<file path="config.mk">
export PLATFORM = sky130hd
export DESIGN_NAME = single_add_v_s_seq
export DESIGN_NICKNAME = d
export VERILOG_FILES = /design/src/rtl/single_add_v_s_seq.sv
export SDC_FILE = /design/constraint.sdc
export NUM_CORES = 1
export LEC_CHECK = 0
export BUFFER_PORTS_ARGS = -buffer_cell sky130_fd_sc_hd__buf_2
export CORE_AREA = 2 2 299 301
export DETAILED_ROUTE_END_ITERATION = 8
export DIE_AREA = 0 0 301 303
export SLEW_MARGIN = 10
export SYNTH_ARGS = -nofsm -noshare
export SYNTH_HDL_FRONTEND = slang
export SYNTH_SLANG_ARGS = --single-unit
</file>
<file path="constraint.sdc">
create_clock -name clk -period 15.95 [get_ports clk]
set_clock_uncertainty 0.2 [all_clocks]
set_input_delay 1.595 -clock clk [delete_from_list [all_inputs] [get_ports clk]]
set_output_delay 1.595 -clock clk [all_outputs]
set_load 0.01 [all_outputs]
</file>
<file path="src/rtl/single_add_v_s_seq.sv">
// Time-multiplexed vector+scalar sequencer: feeds a[i] and b to one shared FP adder, one element per cycle,
// and collects the in-order results into vector_c. Define SINGLE_ADD_SEQ_TIMEOUT_EN to add a result watchdog.
module single_add_v_s_seq #(
    parameter int WIDTH          = 10,
    parameter int TIMEOUT_CYCLES = 16
) (
    input  logic        clk,
    input  logic        rst,
    input  logic        start,
    input  logic [31:0] vector_a [WIDTH],
    input  logic [31:0] b,
    output logic        busy,
    output logic        done,
    output logic        error,
    output logic [31:0] vector_c [WIDTH],
    output logic        add_in_valid,
    output logic [31:0] add_a,
    output logic [31:0] add_b,
    input  logic        add_out_valid,
    input  logic [31:0] add_c
);
    localparam int CW = $clog2(WIDTH + 1);
    localparam int IW = (WIDTH > 1) ? $clog2(WIDTH) : 1;
    localparam logic [CW-1:0] LAST = CW'(WIDTH - 1);
    localparam logic [CW-1:0] FULL = CW'(WIDTH);

    localparam logic [1:0] S_IDLE  = 2'd0;
    localparam logic [1:0] S_ISSUE = 2'd1;
    localparam logic [1:0] S_DRAIN = 2'd2;
    localparam logic [1:0] S_DONE  = 2'd3;

    logic [1:0]    state;
    logic [CW-1:0] issue_idx;
    logic [CW-1:0] rcv_idx;
    logic [CW-1:0] issue_nxt;
    logic [31:0]   a_reg [WIDTH];
    logic          active;
    logic          accept;
    logic          capture;
    logic          wd_fire;

    assign busy      = (state != S_IDLE);
    assign done      = (state == S_DONE);
    assign active    = (state == S_ISSUE) || (state == S_DRAIN);
    assign accept    = (state == S_IDLE) && start;
    assign capture   = active && add_out_valid && (rcv_idx != FULL);
    assign issue_nxt = issue_idx + CW'(1);

`ifdef SINGLE_ADD_SEQ_TIMEOUT_EN
    localparam int TW = $clog2(TIMEOUT_CYCLES + 1);
    logic [TW-1:0] wd_cnt;
    logic          err_q;

    // Fires on the cycle the silent-period count would reach TIMEOUT_CYCLES.
    assign wd_fire = active && !add_out_valid && (rcv_idx != FULL) &&
                     (wd_cnt == TW'(TIMEOUT_CYCLES - 1));
    assign error   = err_q;

    always_ff @(posedge clk) begin
        if (rst) begin
            wd_cnt <= '0;
            err_q  <= 1'b0;
        end else begin
            err_q <= wd_fire;
            if (accept || wd_fire || (active && add_out_valid)) begin
                wd_cnt <= '0;
            end else if (active && (rcv_idx != FULL)) begin
                wd_cnt <= wd_cnt + TW'(1);
            end
        end
    end
`else
    assign wd_fire = 1'b0;
    assign error   = 1'b0;
`endif

    always_ff @(posedge clk) begin
        if (rst) begin
            state        <= S_IDLE;
            issue_idx    <= '0;
            rcv_idx      <= '0;
            add_in_valid <= 1'b0;
            add_a        <= '0;
            add_b        <= '0;
        end else begin
            case (state)
                S_IDLE: begin
                    if (start) begin
                        state        <= S_ISSUE;
                        issue_idx    <= '0;
                        rcv_idx      <= '0;
                        add_in_valid <= 1'b1;
                        add_a        <= vector_a[0];
                        add_b        <= b;
                    end
                end
                S_ISSUE: begin
                    if (wd_fire) begin
                        state        <= S_IDLE;
                        add_in_valid <= 1'b0;
                    end else if (issue_idx == LAST) begin
                        state        <= S_DRAIN;
                        add_in_valid <= 1'b0;
                        issue_idx    <= FULL;
                    end else begin
                        issue_idx <= issue_nxt;
                        add_a     <= a_reg[IW'(issue_nxt)];
                    end
                end
                S_DRAIN: begin
                    if (wd_fire) begin
                        state <= S_IDLE;
                    end else if (rcv_idx == FULL) begin
                        state <= S_DONE;
                    end
                end
                default: state <= S_IDLE;
            endcase
            if (capture) begin
                rcv_idx <= rcv_idx + CW'(1);
            end
        end
    end

    // Operand snapshot: later changes on vector_a do not affect a run in progress.
    always_ff @(posedge clk) begin
        if (accept) begin
            a_reg <= vector_a;
        end
    end

    always_ff @(posedge clk) begin
        if (rst) begin
            for (int i = 0; i < WIDTH; i++) begin
                vector_c[i] <= '0;
            end
        end else if (capture) begin
            vector_c[IW'(rcv_idx)] <= add_c;
        end
    end

endmodule

</file>
==> results of run 1 <==
-- cells by family (layout without fill, tap and decap cells) --
group,after synthesis,after routing
compound gates,476,476
other cells,1,16
buf+inv,206,961
mux,99,99
flops,715,715
simple gates,923,923
fa+ha+maj,10,10
-- power by group through the flow --
stage / logic, mW / registers, mW / clock network, mW
3_5_place_dp: 0.938 / 2.38 / 0
4_1_cts: 0.941 / 2.34 / 1.87
6_report: 0.928 / 2.34 / 1.83
5_1_grt: 1.01 / 2.36 / 1.94
3_3_place_gp: 0.929 / 2.37 / 0
2_1_floorplan: 0.589 / 2.46 / 0
-- area by class of cell --
cell class | count | area share (%)
antenna | 15 | 0.110
clock buffer | 116 | 6.80
clock inverter | 33 | 0.806
inverter | 8 | 0.110
multi-input combinational | 1509 | 24.2
sequential | 715 | 51.6
tap | 1165 | 4.29
timing repair buffer | 804 | 12.1
-- critical path: stages --
cell and delay (ps):
buf_2 130, nand2_1 60, buf_4 260, inv_8 620, buf_4 770, buf_4 870
-- Yosys cell counts, types with 32 or more instances --
cell type,count
a21oi_1,395
o31a_1,32
o21ai_0,37
edfxtp_1,320
mux4_2,64
nand2_1,750
nand3_1,72
mux2i_1,35
buf_2,64
clkbuf_1,115
nor2_1,44
nor2b_1,35
dfxtp_1,395
-- per-layer routing --
metal,up-vias,GRT usage (%),wire [µm]
met5,-,0,65
met4,10,8.88,3760
met3,207,4.76,7460
met2,923,32.6,46200
met1,10300,25.3,38100
li1,9769,-,-
-- path summary, 6_finish.rpt --
check,endpoint,cells after the start
max reg2reg,a_reg[288],7
min,vector_c[253],2
max,a_reg[288],6
min reg2reg,vector_c[253],2
==> results.md, run 1 <==
- Outcome: finished clean
- Max_cap viols: 0
- Final Hold Violating Endpoints: 0
- Max Slew Vio Count: 0
- Iteration-0 DRC count of the detailed router: 2142
- DRC errors left: 0
- Hold_sp: vector_c[253]
- Worst Path Required: 16000 ps
- Sw frac: 28.5%
- Minimum clock period: 4530 ps
- Multi-input combinational cell area: 8230 µm²
- ANT nets after route: 0
- Final Non-Filler Cells: 4365
- Clock latency on the worst-skew pair: 630 ps
- Gr ovfl total: 0
- CTS Sinks: 715
- Synth Area in XOR/XNOR: 0%
- Setup_tns: 0 ps
- Synth area leader: edfxtp_1
- Fin worst setup slack: 11420 ps
- Logic pwr share: 18.2%
- GP Congestion: 0.838
- Crit-path max FO: 134
- Compound-cell area share of the yosys netlist: 9.58%
- Vias in the first global route: 19600
- WL per Instance: 21.9 µm
- Via count: 21200
- Final instance area: 34000 µm²
- Root Buffer: clkbuf_16
- H-tree Lvls: 3
- Mux cell area share after synthesis: 6.73%
- Placed instance count: 4201
- Reg-to-Reg Start: state[0]
- DIE WIDTH: 301 µm
- Syn Area/Cell: 11.0 µm²
- Hold/Removal Path Class: reg -> reg
- PortBufs: 774
- Simple-gate share of the synthesized area: 14.0%
- Clock power frac: 35.9%
- Setup violators final: 0
- Design Power: 5.10 mW
- Adder-Cell Fraction of Synth Area: 0.470%
- Cell Area, Synth: 26600 µm²
- Syn Nets: 2828
- I/O Pins: 776
- Routed WL: 95.6 mm
- Dpl cell area: 31400 µm²
- Starting Density: 30.3%
- Maximum vdd drop: 0.140 mV
- Commonest non-fill, non-tap cell in the layout: buf_2
- Largest net degree at the start of global routing: 184
- Commonest cells after routing, fill and taps aside: buf_2 (773), nand2_1 (749), a21oi_1 (395)
- Share of layout cells above drive strength 1: 31.5%
- Cells after synthesis: 2430
- Total track usage: 20.0%
- RSZ-0062 raised after global routing: no
- Post-CTS Resized: 0
- Critical Path Start: start
- Asr flop ratio synth: 0%
- Worst-Margin Slew: 1190 ps
- Crit path DAT: 4570 ps
- Core Region: 88000 µm²
- Final nets: 3518
- Final Util: 38.6%
- Via density per instance: 4.86
- Register area share after synthesis: 65.8%
- Largest cells by area after synthesis: edfxtp_1 (36%), dfxtp_1 (30%), nand2_1 (11%), a21oi_1 (7.4%), mux4_2 (5.4%)
- Sequential cell area: 17500 µm²
- Internal: 3.64 mW
- Clk buf depth: 3
- Reg2reg setup slack: 11820 ps
- Static Leak: 13.3 nW
- Post-CTS Setup Bufs: 0
- Critical Path Sink Type: flop
- First-pass GRT wire length: 134 mm
- Fmax achieved: 0.221 GHz
- Synth top area share: 36.1%
- Die area: 91200 µm²
- Synthesis-to-layout area growth: 27.7%
- Worst Setup Start Kind: input port
- Reg power frac: 45.9%
- Pwr Density: 150 nW/µm²
- Post-Place Setup Slack: 10810 ps
- Row count: 109
- YS warnings: 0
- Filler Cells Inserted: 8689
- Num CTS Buffers: 82
- Detail Placement HPWL: 65.3 mm
- Crit path kind: in -> reg
- Initial antenna violation count: 17
- CTS tree: yes
- Seq cells post-synth: 715
- Combinational family with the most area after synthesis: simple AND/OR/NAND/NOR gates
- First-pass DRT Iterations: 6
- Slew HR: 20.9%
- Synth cell types: 41
- Clock-pin slew on the worst setup and hold paths: 60 ps
- Hold_buf cts: 0
- Worst hold margin: 249 ps
- EDFF count, synth: 320
- Tcrit/Tclk final: 28.4%
- Sw power: 1.45 mW
- Post-synth top flop: dfxtp_1
- Die H: 303 µm
Note: power is estimated with default switching activity, not from simulation.
==> run 2: changes to the inputs <==
CORE_AREA = 2 2 305 307   (was 2 2 299 301)
DIE_AREA = 0 0 307 309   (was 0 0 301 303)
clock period = 3.97 ns   (was 15.95 ns; I/O delays follow)
==> run 2 against run 1 <==
  * Clock power rose to 4.1 times the previous value
  * Total power rose to 4.1 times the previous value
  * Global-route usage increased by 0.46 points
  * Critical endpoint is now add_b[22]
  * Combinational power rose to 4.6 times the previous value
==> results.md, run 2 (synthesis results as in run 1) <==
- Minimum clock period: 3030 ps
- GRT busiest layer: met2
- PortBufs: 774
- Final nets: 3915
- Outcome: finished clean
- Starting Density: 29.1%
- GR Util met2: 35.0%
- Share of layout cells above drive strength 1: 28.4%
- Post-Place Setup Slack: 1050 ps
- Final Hold Violating Endpoints: 0
- Post-CTS Resized: 0
- Met1 global-route usage: 24.5%
- CTS tree: yes
- Worst hold endpoint: vector_c[252]
- Commonest cells after routing, fill and taps aside: buf_2 (773), nand2_1 (748), a21oi_1 (395)
- WL per Instance: 21.2 µm
- Max Slew Vio Count: 0
- Worst path max stage delay: 560 ps
- Synthesis-to-layout area growth: 43.2%
- Static Leak: 15.0 nW
- Initial antenna violation count: 20
- Slew HR: 27.2%
- Via count: 23000
- Fmax achieved: 0.331 GHz
- Worst-Margin Slew: 1090 ps
- CP max-delay cell: dlygate4sd3_1
- Crit path cell chain: inv_1 > ha_1 > nand2_1 > buf_4 > inv_8 > buf_4 > nand2_1 > a21oi_1 > dlygate4sd3_1
- Post-CTS Setup Bufs: 0
- Row count: 111
- Hold_sp: add_c[28]
- FF-to-FF path depth: 9
- DIE WIDTH: 307 µm
- Routed WL: 101 mm
- Reg-to-Reg Start: state[0]
- CTS Sinks: 715
- Family with the most delay on the worst path: buffers and inverters
- R2r endpoint: add_b[22]
- Reg2reg setup slack: 940 ps
- Hold Path Cell Cnt: 3
- Worst Setup Start Kind: flop
- GP Congestion: 0.838
- Crit path buf inv count: 5
- Maximum vdd drop: 0.419 mV
- Worst Path Required: 4330 ps
- Die area: 94900 µm²
- DRC errors left: 0
- Root Buffer: clkbuf_16
- Setup_tns: 0 ps
- Detail Placement HPWL: 66.8 mm
- Crit-path max FO: 80
- Largest net degree at the start of global routing: 110
- H-tree Lvls: 3
- Pwr Density: 552 nW/µm²
- Tcrit/Tclk final: 76.2%
- Iteration-0 DRC count of the detailed router: 2102
- Core Region: 91400 µm²
- Design Power: 21.0 mW
- Commonest non-fill, non-tap cell in the layout: buf_2
- Setup violators final: 0
- Via density per instance: 4.80
- Hold/Removal Path Class: in -> reg
- Clock latency on the worst-skew pair: 630 ps
- First-pass GRT wire length: 145 mm
- Vias in the first global route: 22700
- Met3 usage: 4.31%
- Fin worst setup slack: 944 ps
- Max_cap viols: 0
- Clock-pin slew on the worst setup and hold paths: 60 ps
- Num CTS Buffers: 80
- ANT nets after route: 0
- Crit path DAT: 3380 ps
- I/O Pins: 776
- Gr ovfl total: 0
- Crit path kind: reg -> reg
- Clk buf depth: 3
- First-pass DRT Iterations: 5
- Total track usage: 20.5%
- Critical Path Sink Type: flop
- Die H: 309 µm
- RSZ-0062 raised after global routing: no
run 2: cell types whose count changed in the layout (fill, tap and decap cells not counted), sizes merged:
cell         change
clkinvlp         +1
dlygate4sd3    +388
bufinv           +1
clkbuf           -5
buf             +11
clkinv           -3
inv              +3
diode            +5
run 2: stage by stage:
step | utilization (%) | area [µm²] | cells | hold WS, ps
floorplan | - | 26600 | 2430 | 281
global placement | 34.5 | 31600 | 4233 | 238
detailed placement | 34.5 | 31600 | 4233 | 243
CTS | 41.6 | 38100 | 4767 | 6.04
global route | 41.7 | 38100 | 4782 | 37.3
finish | 41.7 | 38100 | 4787 | 58.1
run 2: final cells by class:
type	instances	area, µm²
fillers	8534	53300
flip-flops and latches	715	17500
multi-input cells	1509	8220
repair buffers	1203	8180
clock buffers	111	2270
well taps	1186	1480
clock inverters	35	347
diodes	20	50.0
inverters	8	37.5
run 2: repair_timing:
action	CTS	global route
endpoints found under the hold margin	665	0
hold buffers	388	0
setup endpoints to repair	0	0
run 2: worst max path at each step:
stage	startpoint	to	cells after the start	slack (ps)
after CTS	state[0]	add_b[23]	9	840
after floorplan	state[0]	a_reg[0]	5	60
after detailed placement	issue_idx[0]	add_a[1]	7	1050
after global placement	issue_idx[0]	add_a[30]	7	1140
after global routing	state[1]	add_b[23]	9	600
final	state[0]	add_b[22]	9	940
run 2: where the power goes:
group / internal, mW / switching [mW]
Sequential: 8.96 / 0.443
Clock: 4.29 / 3.13
Combinational: 1.74 / 2.49
run 2: worst reg2reg max path: stages, from the launching register on:
cell and delay [ps]:
dfxtp_1 340, inv_1 90, ha_1 240, nand2_1 70, buf_4 270, inv_8 390, buf_4 540, nand2_1 140
a21oi_1 130, dlygate4sd3_1 560
run 2: layer usage:
layer | routed length [µm] | up-vias | share of wire (%)
met4 | 4550 | 2 | 4.5
li1 | - | 10600 | -
met2 | 50300 | 1042 | 50
met3 | 7530 | 243 | 7.4
met1 | 38900 | 11100 | 38
met5 | 10 | - | 0.0099
